[src/rtl/pretty_bird_crash_ctrl.sv]
`default_nettype none
// ---------------------------------------------------------------------------
// pretty_bird_crash_ctrl : crash detection, score and start gating for the bird
// Rev 1.0
// ---------------------------------------------------------------------------
module pretty_bird_crash_ctrl #(
  parameter int          ROWS        = 8,
  parameter logic [10:0] TICK_MAX    = 11'd1791,
  parameter int          CRASH_TICKS = 4,
  parameter int          SCORE_W     = 8
) (
  input  logic               clock,
  input  logic               reset,
  input  logic               KEY0,
  input  logic               groundOut,
  input  logic [ROWS-1:0]    birdRow,
  input  logic [ROWS-1:0]    pipeRow,
  input  logic               pipeClear,
  output logic               lossDetect,
  output logic               playing,
  output logic [SCORE_W-1:0] score
);

  localparam int                 CNT_W      = (CRASH_TICKS > 1) ? $clog2(CRASH_TICKS) : 1;
  localparam logic [CNT_W-1:0]   CRASH_LOAD = CNT_W'(CRASH_TICKS - 1);
  localparam logic [SCORE_W-1:0] SCORE_MAX  = '1;

  localparam logic [1:0] S_IDLE  = 2'd0;
  localparam logic [1:0] S_PLAY  = 2'd1;
  localparam logic [1:0] S_CRASH = 2'd2;
  localparam logic [1:0] S_OVER  = 2'd3;

  logic [10:0]      presc;
  logic             tick;
  logic             collide;
  logic             start_req;
  logic             armed;
  logic [1:0]       state;
  logic [1:0]       state_nxt;
  logic [CNT_W-1:0] crash_cnt;

  assign tick      = (presc == TICK_MAX);
  assign collide   = (|(birdRow & pipeRow)) | groundOut;
  assign start_req = tick & armed & ~KEY0;

  always_ff @(posedge clock or negedge reset) begin
    if (!reset)    presc <= 11'd0;
    else if (tick) presc <= 11'd0;
    else           presc <= presc + 11'd1;
  end

  always_ff @(posedge clock or negedge reset) begin
    if (!reset) state <= S_IDLE;
    else        state <= state_nxt;
  end

  always_comb begin
    state_nxt = state;
    case (state)
      S_IDLE:  if (start_req) state_nxt = S_PLAY;
      S_PLAY:  if (tick && collide) state_nxt = S_CRASH;
      S_CRASH: if (tick && crash_cnt == '0) state_nxt = S_OVER;
      S_OVER:  if (start_req) state_nxt = S_IDLE;
      default: state_nxt = S_IDLE;
    endcase
  end

  always_comb begin
    lossDetect = (state == S_CRASH);
    playing    = (state == S_PLAY);
  end

  always_ff @(posedge clock or negedge reset) begin
    if (!reset)
      crash_cnt <= '0;
    else if (state == S_PLAY && state_nxt == S_CRASH)
      crash_cnt <= CRASH_LOAD;
    else if (tick && state == S_CRASH && crash_cnt != '0)
      crash_cnt <= crash_cnt - CNT_W'(1);
  end

  // Clearing on every transition forces a fresh release before the next start.
  always_ff @(posedge clock or negedge reset) begin
    if (!reset)                  armed <= 1'b0;
    else if (state_nxt != state) armed <= 1'b0;
    else if (tick && KEY0)       armed <= 1'b1;
  end

  always_ff @(posedge clock or negedge reset) begin
    if (!reset)
      score <= '0;
    else if (state == S_OVER && state_nxt == S_IDLE)
      score <= '0;
    else if (tick && state == S_PLAY && !collide && pipeClear && score != SCORE_MAX)
      score <= score + SCORE_W'(1);
  end

endmodule
`default_nettype wire
[config.mk]
export PLATFORM = sky130hd
export DESIGN_NAME = pretty_bird_crash_ctrl
export DESIGN_NICKNAME = d
export VERILOG_FILES = /design/src/rtl/pretty_bird_crash_ctrl.sv
export SDC_FILE = /design/constraint.sdc
export NUM_CORES = 1
export LEC_CHECK = 0
export ABC_CLOCK_PERIOD_IN_PS = 3000
export CORE_MARGIN = 1.5
export CORE_UTILIZATION = 52
export DETAILED_ROUTE_END_ITERATION = 16
export PLACE_DENSITY = 0.83
export SYNTH_ARGS = -nofsm -noshare
export SYNTH_HDL_FRONTEND = slang
export SYNTH_SLANG_ARGS = --single-unit
export TNS_END_PERCENT = 20
[constraint.sdc]
create_clock -name clock -period 3 [get_ports clock]
set_input_delay 0.6 -clock clock [delete_from_list [all_inputs] [get_ports clock]]
set_output_delay 0.6 -clock clock [all_outputs]
set_load 0.01 [all_outputs]
==> results of run 1 <==
## flip-flops by register name, indices dropped and copies added, names as in the netlist
name and flops:
presc 11, crash_cnt 2, armed 1, state 2, score 8
## cell type report
type / count / area (sq um)
Clock buffer: 3 / 22.5
Fill cell: 174 / 581
Sequential cell: 24 / 601
Inverter: 6 / 22.5
Tap cell: 28 / 35.0
Clock inverter: 1 / 30.0
Multi-Input combinational cell: 98 / 648
Timing Repair Buffer: 32 / 315
## report_power, final
| part | switching (W) | total (W) | internal, W | leakage, nW |
|---|---|---|---|---|
| Sequential | 0 | 0.000324 | 0.000324 | 0.310 |
| Clock | 0.000101 | 0.000236 | 0.000135 | 0.0279 |
| Combinational | 0.0000159 | 0.0000431 | 0.0000272 | 0.376 |
| Total | 0.000117 | 0.000603 | 0.000486 | 0.714 |
## routing by layer
layer	share of wire (%)	global-route usage (%)	vias up
met4	0.57	8.97	0
met1	44	29.2	523
met5	0	0	-
met3	2.7	2.86	2
met2	53	39.8	14
li1	-	-	543
## how the worst min path moves through the flow
stage	startpoint	slack (ps)	to	depth (start not counted)
final	presc[0]$_DFF_PN0_	510	presc[0]$_DFF_PN0_	1
after global routing	presc[6]$_DFF_PN0_	530	presc[6]$_DFF_PN0_	1
after CTS	presc[0]$_DFF_PN0_	510	presc[0]$_DFF_PN0_	1
after detailed placement	presc[0]$_DFF_PN0_	490	presc[0]$_DFF_PN0_	1
after global placement	presc[0]$_DFF_PN0_	470	presc[0]$_DFF_PN0_	1
after floorplan	reset	300	armed$_DFFE_PN0P_	0
## per-stage QoR
step	area, sq um	util (%)	std cells	setup slack [ps]
2_1_floorplan	1270	-	129	983
3_3_place_gp	1620	71.9	188	541
3_5_place_dp	1620	71.9	188	468
4_1_cts	1670	74.3	192	693
5_1_grt	1670	74.3	192	498
6_report	1670	74.3	192	697
## worst max-delay path: cells and delay by family (launching register included)
family | cells | cell delay (ps)
buffers and inverters | 2 | 710
AND/OR/NAND/NOR | 1 | 180
flip-flops | 1 | 500
## cells by family after synthesis
kind of cell               after synthesis  synth area share, %
AOI/OAI and AO/OA                       30                 14.2
xor gates and xnor gates                 8                 5.50
adders and majority gates                3                 2.94
buffers and inverters                    7                 2.06
DFF                                     24                 47.1
muxes                                    4                 3.24
and+or+nand+nor                         53                 24.9
## layout by cell type, fill, tap and decap left out, drive strengths merged, types with 2 or more instances in the layout
cell and count:
o211ai 2, nor2b 3, ha 3, nand3 4, a21oi 10, nand2 11
clkbuf 3, nor2 12, a31oi 3, and2 2, and3 2, nand4 7
mux2i 3, or3 5, xnor2 3, buf 2, clkdlybuf4s50 30, dfrtp 24
o21ai 8, a22oi 2, xor2 5, inv 6
==> results.md, run 1 <==
* Worst-case clock buffer depth at 2
* Leakage at between 0.7 and 0.8 nW
* DIE WIDTH at between 50 and 60 microns
* RSZ-0062 raised after global routing: no
* CP required at around 2400 ps
* Slew HR at between 50% and 60%
* Cell row count at 17
* Commonest cells in the netlist: 24 x dfrtp_1, 12 x nor2_1, 11 x nand2_1
* Actual slew at the worst max-slew pin at 634 ps
* Worst Setup SP: state[1]$_DFF_PN0_
* Critical path arrival at 1700 ps
* GRT overflow at 0
* DR vias/cell at 5.64
* Max-Cap Viols at 0
* Final HPWL DP at about 2000 microns
* Total power at 0.000603 W
* Die Ht at 52.5 microns
* #FFs+latches synth at 24
* Final hold slack at 507 ps
* Antenna violations before repair at 0
* Min Tclk post-route at 2300 ps
* GPL Wtd Cong at between 0.8 and 0.9
* R2r endpoint: score[6]$_DFFE_PN0P_
* R2R cell count at 6
* Synth top area share at 47.1%
* Crit start category: flop
* Setup slack, reg-to-reg at 700 ps
* First-pass GRT wire length at ~4700 microns
* Core Area at 2250 sq um
* Hold crit path type: reg -> reg
* ANT cells at 0
* Yosys cell types at 35
* Synthesis-to-layout area growth at 31.3%
* Count leader, synth: dfrtp_1
* Final period util at roughly 77%
* Vias in the first global route at 1059
* Cell area power density at 360 nW/um^2
* Slew Viols, Final at 0
* DRT iter0 DRCs at 18
* Root Buffer: clkbuf_4
* Crit end category: output pin
* Syn Nets at around 150
* Hold Vio Cnt, Final at 0
* Final nets at around 190
* Crit path capture: lossDetect
* # hold bufs at CTS at 0
* Clk Latency, worst-skew pair at between 300 and 400 ps
* Outcome: completed
* Post-synthesis sequential area ratio at 47.1%
* Synthesized area at around 1300 sq um
* Setup bufs post-CTS at 0
* CTS resizes at 0
* Max stage delay cell, worst path: clkdlybuf4s50_1
* Final-report setup violation count at 0
* CTS Sinks at 24
* Largest net degree at the start of global routing at 25
* H-Tree Depth at 1
* CTS Buf Count at 3
* Wire length per cell at between 10 and 15 microns
* GRT Util Overall at 23.1%
* Final TNS setup at 0 ps
* Commonest register cell after synthesis: dfrtp_1
* VDD IR max at 356 uV
* I/O Pins at 31
* Final wirelength at about 2800 microns
* Largest area contributor in the netlist: dfrtp_1
* Via count at 1082
* CP Cell Sequence: inv_1 > nor2_1 > clkdlybuf4s50_1
* Ranking of synthesized cells by area: dfrtp_1 47%, a21oi_1 3.9%, nor2_1 3.5%
* Post-synth EDFFs at 0
* Critical path peak fanout at 8
* Fmax at around 0.43 GHz
* Worst stage delay on the critical path at 570 ps
* Residual DRC at 0
* Cells after synthesis at 129
* Mean Syn Cell Area at between 9 and 10 sq um
* WS Path Type: reg -> out
* Yosys warnings at 0
* Remaining antenna violation count at 0
* I/O Buffers at 30
* Clk slew on worst S/H paths at 140 ps
* Pre-Repair DR Iteration Count at 4
* Starting Density at 56.5%
* Layout cells sized above 1 at under 10%
* Worst flop-to-flop path startpoint: presc[0]$_DFF_PN0_
* Die footprint at 2760 sq um
* Final Skew at 1.75 ps
* CTS tree: done
* Async S/R FF share, synth at 100%
No activity file was read; power rests on OpenSTA's default activity.
==> run 2, diff against run 1 <==
--- a/config.mk
+++ b/config.mk
@@ -5,11 +5,11 @@
 export SDC_FILE = /design/constraint.sdc
 export NUM_CORES = 1
 export LEC_CHECK = 0
-export ABC_CLOCK_PERIOD_IN_PS = 3000
+export ABC_CLOCK_PERIOD_IN_PS = 1900
 export CORE_MARGIN = 1.5
-export CORE_UTILIZATION = 52
+export CORE_UTILIZATION = 44
 export DETAILED_ROUTE_END_ITERATION = 16
-export PLACE_DENSITY = 0.83
+export PLACE_DENSITY = 0.75
 export SYNTH_ARGS = -nofsm -noshare
 export SYNTH_HDL_FRONTEND = slang
 export SYNTH_SLANG_ARGS = --single-unit
==> constraint.sdc (replaced) <==
create_clock -name clock -period 1.9 [get_ports clock]
set_input_delay 0.38 -clock clock [delete_from_list [all_inputs] [get_ports clock]]
set_output_delay 0.38 -clock clock [all_outputs]
set_load 0.01 [all_outputs]
==> results.md, run 2 (synthesis gave the netlist of run 1 again) <==
* Worst flop-to-flop path startpoint: presc[1]$_DFF_PN0_
* Critical path peak fanout at 4
* RSZ-0062 raised after global routing: yes
* Delay-heaviest family, CP: simple AND/OR/NAND/NOR gates
* DR vias/cell at 5.62
* Max-Cap Viols at 0
* Die footprint at 3230 sq um
* GPL Wtd Cong at 0.890
* Wire length per cell at roughly 14 microns
* R2r endpoint: score[5]$_DFFE_PN0P_
* Starting Density at 46.2%
* Final HPWL DP at 2140 microns
* First-pass GRT wire length at 4840 microns
* CP required at 2150 ps
* Slew HR at between 70% and 80%
* Final nets at about 200
* Residual DRC at 0
* Max stage delay cell, worst path: dfrtp_1
* I/O Pins at 31
* DRT iter0 DRCs at 49
* ANT cells at 0
* CTS Buf Count at 3
* Largest net degree at the start of global routing at 25
* Crit path buffers/inverters at 1
* Max FFs per register at 11
* Pre-Repair DR Iteration Count at 4
* Actual slew at the worst max-slew pin at between 300 and 400 ps
* R2R cell count at 7
* Synthesis-to-layout area growth at 41.5%
* Crit end category: flop
* Via count at between 1000 and 1500
* Hold Vio Cnt, Final at 0
* Die Ht at about 57 microns
* Comb power frac at under 10%
* Biggest regs: presc: 11 flops, score: 8 flops
* Biggest register: presc
* Worst-case clock buffer depth at 2
* CTS Sinks at 24
* Slew Viols, Final at 0
* Hold crit path type: in -> async
* Clk Latency, worst-skew pair at 310 ps
* VDD IR max at 328 uV
* Most common library cell in the layout ignoring fill and taps: clkdlybuf4s50_1
* Final-report setup violation count at 0
* Layout cells sized above 1 at between 10% and 20%
* Worst stage delay on the critical path at 430 ps
* Fin util at 65.4%
* Antenna violations before repair at 0
* Final Skew at 3.20 ps
* WS Path Type: reg -> reg
* Core Area at roughly 2800 sq um
* Critical path arrival at approximately 2100 ps
* CTS tree: done
* Leakage at 0.803 nW
* Root Buffer: clkbuf_4
* CP Cell Sequence: ha_4 > nand4_4 > nor4_4 > buf_4 > nand4_2 > or3_4 > a21oi_2
* Vias in the first global route at 1106
* Switching power at 0.000179 W
* DIE WIDTH at 56.8 microns
* Cell area power density at roughly 470 nW/um^2
* Min Tclk post-route at approximately 1900 ps
* Fillers at 224
* Setup slack, reg-to-reg at approximately 9.9 ps
* Fin area at 1800 sq um
* Final period util at ~99%
* Sw frac at 21.0%
* Fmax at 0.529 GHz
* Most frequent cells in the layout: 28 x clkdlybuf4s50_1, 23 x dfrtp_1, 13 x buf_4
* Cell row count at 19
* Remaining antenna violation count at 0
* I/O Buffers at 30
* Final wirelength at 2940 microns
* Reg power frac at approximately 60%
* Clk pwr share at 31.7%
* Outcome: completed
* GRT overflow at 0
* Post-DP Area at 1690 sq um
* Internal at 0.000675 W
* H-Tree Depth at 1
* Crit start category: flop
* Clk slew on worst S/H paths at 130 ps
* GRT Util Overall at 19.1%
-- run 2: worst max path at each step --
stage,from,endpoint,slack [ps],cells after the start
after detailed placement,birdRow[4],score[6]$_DFFE_PN0P_,-350,6
after global placement,birdRow[3],score[6]$_DFFE_PN0P_,-290,6
after CTS,birdRow[4],score[6]$_DFFE_PN0P_,0.8,6
after floorplan,presc[0]$_DFF_PN0_,score[6]$_DFFE_PN0P_,2,6
after global routing,presc[1]$_DFF_PN0_,score[6]$_DFFE_PN0P_,-90,7
final,presc[1]$_DFF_PN0_,score[5]$_DFFE_PN0P_,10,7
-- run 2: layer usage --
| metal | global-route usage (%) | routed length, microns | up-vias |
|---|---|---|---|
| met5 | 0 | 0 | - |
| met4 | 5.65 | 19 | 0 |
| met3 | 3.46 | 122 | 2 |
| met2 | 32.4 | 1530 | 34 |
| met1 | 24.7 | 1270 | 562 |
| li1 | - | - | 565 |
-- run 2: stage by stage --
step,TNS [ps],setup WS [ps],hold WS [ps],power [W],cells
2_1_floorplan,0,1.60,84.4,0.000533,129
3_3_place_gp,-1710,-286,489,0.000589,199
3_5_place_dp,-2150,-351,492,0.000591,199
4_1_cts,0,0.838,407,0.000857,204
5_1_grt,-736,-92.3,419,0.000887,207
6_report,0,9.92,403,0.000853,207
-- run 2: layout make-up --
type | instances | area [sq um] | area share (%)
Tap cell | 31 | 38.8 | 2.15
Multi-Input combinational cell | 98 | 694 | 38.5
Sequential cell | 24 | 602 | 33.4
Clock buffer | 4 | 36.3 | 2.01
Inverter | 6 | 22.5 | 1.25
Timing Repair Buffer | 44 | 410 | 22.7
-- run 2: what timing repair did --
action	4_1_cts	5_1_grt
pin swaps	0	3
setup buffers	1	3
hold buffers	0	0
resized for setup	4	11
endpoints found under the hold margin	0	0
endpoints found under the setup margin	2	12
-- run 2: power by group through the flow --
stage | clock, W | sequential [W] | combinational [W]
finish | 0.000271 | 0.000511 | 0.0000722
global route | 0.000296 | 0.000511 | 0.0000797
CTS | 0.000276 | 0.000511 | 0.0000704
detailed placement | 0 | 0.000520 | 0.0000704
global placement | 0 | 0.000520 | 0.0000686
floorplan | 0 | 0.000521 | 0.0000128
==> run 3, diff against run 2 <==
--- a/config.mk
+++ b/config.mk
@@ -10,6 +10,7 @@
 export CORE_UTILIZATION = 44
 export DETAILED_ROUTE_END_ITERATION = 16
 export PLACE_DENSITY = 0.75
+export RECOVER_POWER = 100
 export SYNTH_ARGS = -nofsm -noshare
 export SYNTH_HDL_FRONTEND = slang
 export SYNTH_SLANG_ARGS = --single-unit
==> results.md, run 3 (synthesis gave the netlist of run 1 again) <==
* Biggest regs: presc: 11 flops, score: 8 flops
* Die Ht at 56.8 microns
* H-Tree Depth at 1
* CTS tree: done
* Cell row count at 19
* RSZ-0062 raised after global routing: yes
* Residual DRC at 0
* I/O Buffers at 30
* Worst Setup SP: presc[1]$_DFF_PN0_
* CP required at 2150 ps
* Cell area power density at 473 nW/um^2
* Pre-Repair DR Iteration Count at 4
* Fmax at 0.529 GHz
* Total power at 0.000853 W
* Vias in the first global route at 1106
* CTS Sinks at 24
* GRT Util Overall at 19.1%
* DIE WIDTH at approximately 57 microns
* Final hold slack at 507 ps
* Clk Latency, worst-skew pair at 310 ps
* I/O Pins at 31
* Via count at around 1200
* Most common library cell in the layout ignoring fill and taps: clkdlybuf4s50_1
* Biggest register: presc
* Hold crit path type: reg -> reg
* Most frequent cells in the layout: 28 x clkdlybuf4s50_1, 23 x dfrtp_1, 12 x nor2_1, 12 x buf_4, 11 x nand2_1
* Antenna violations before repair at 0
* Remaining antenna violation count at 0
* Max-Cap Viols at 0
* Crit end category: flop
* Hold Vio Cnt, Final at 0
* Clk slew on worst S/H paths at between 100 and 150 ps
* # hold bufs at CTS at 0
* GRT overflow at 0
* Leakage at between 0.7 and 0.8 nW
* Synthesis-to-layout area growth at 41.2%
* Final HPWL DP at 2140 microns
* DR vias/cell at 5.62
* Final period util at ~100%
* DRT iter0 DRCs at just under 50
* Final-report setup violation count at 0
* Crit start category: flop
* First-pass GRT wire length at 4840 microns
* Largest net degree at the start of global routing at 25
* CTS Buf Count at 3
* Outcome: completed
* GPL Wtd Cong at between 0.8 and 0.9
* CP Cell Sequence: ha_4 > nand4_4 > nor4_4 > buf_4 > nand4_2 > or3_4 > a21oi_2
* Die footprint at 3230 sq um
* Min-Delay Startpoint: presc[6]$_DFF_PN0_
* Max stage delay cell, worst path: dfrtp_1
* Final nets at 201
* Max FFs per register at 11
* Final wirelength at around 2900 microns
* Wire length per cell at 14.2 microns
* VDD IR max at 328 uV
* Core Area at roughly 2800 sq um
* Final Skew at 3.20 ps
* Min Tclk post-route at roughly 1900 ps
* Slew Viols, Final at 0
* ANT cells at 0
* Starting Density at a little under half
* Worst stage delay on the critical path at ~430 ps
* WS Path Type: reg -> reg
* Fin util at 65.3%
* Critical path arrival at 2140 ps
* Critical path peak fanout at 4
* Root Buffer: clkbuf_4
* Layout cells sized above 1 at 17.0%
* Worst-case clock buffer depth at 2
* Actual slew at the worst max-slew pin at 1270 ps
* Worst flop-to-flop path startpoint: presc[1]$_DFF_PN0_
* Slew HR at 15.3%
==> run 3: report_power, final <==
group / internal [W] / total [W] / switching, W
clock network: 0.000117 / 0.000271 / 0.000154
logic: 0.0000458 / 0.0000712 / 0.0000254
registers: 0.000511 / 0.000511 / 0
==> run 3: path summary, 6_finish.rpt <==
| path | endpoint | slack, ps | cells past startpoint |
|---|---|---|---|
| setup / recovery | score[5]$_DFFE_PN0P_ | 10 | 7 |
| hold / removal | presc[6]$_DFF_PN0_ | 510 | 1 |
| setup reg to reg | score[5]$_DFFE_PN0P_ | 10 | 7 |
| hold reg to reg | presc[6]$_DFF_PN0_ | 510 | 1 |
| max in group asynchronous | state[1]$_DFF_PN0_ | 300 | 2 |
| min in group asynchronous | presc[10]$_DFF_PN0_ | 770 | 2 |
==> run 3: layout make-up <==
class | instances | area (sq um)
multi-input cells | 98 | 694
flip-flops and latches | 24 | 602
inverters | 6 | 22.5
fillers | 224 | 957
clock buffers | 4 | 36.3
well taps | 31 | 38.8
repair buffers | 44 | 407
==> run 3: layer usage <==
| layer | part of all wire (%) | vias up | routed length [microns] | global-route usage (%) |
|---|---|---|---|---|
| li1 | - | 566 | - | - |
| met1 | 43 | 562 | 1270 | 24.7 |
| met2 | 52 | 34 | 1530 | 32.4 |
| met3 | 4.1 | 2 | 122 | 3.46 |
| met4 | 0.65 | 0 | 19 | 5.65 |
| met5 | 0 | - | 0 | 0 |
==> run 3: repair_timing <==
item / CTS / global route
buffers inserted: 1 / 3
setup endpoints to repair: 2 / 12
resized for setup: 4 / 11
pin swaps: 0 / 3
hold endpoints to repair: 0 / 0
==> run 3: through the flow <==
| stage | cell area [sq um] | setup WS (ps) | cells | setup TNS (ps) |
|---|---|---|---|---|
| after global placement | 1690 | -286 | 199 | -1710 |
| after detailed placement | 1690 | -351 | 199 | -2150 |
| after global routing | 1800 | -92.3 | 207 | -747 |
| final | 1800 | 9.92 | 207 | 0 |
| after CTS | 1740 | 0.838 | 204 | 0 |
| after floorplan | 1270 | 1.60 | 129 | 0 |
==> run 3: worst max-delay path: cells and delay by family, from the launching register on <==
| kind | cells | cell delay, ps |
|---|---|---|
| simple gates | 4 | 890 |
| compound gates | 1 | 150 |
| buf+inv | 1 | 180 |
| fa+ha+maj | 1 | 170 |
| flops | 1 | 430 |
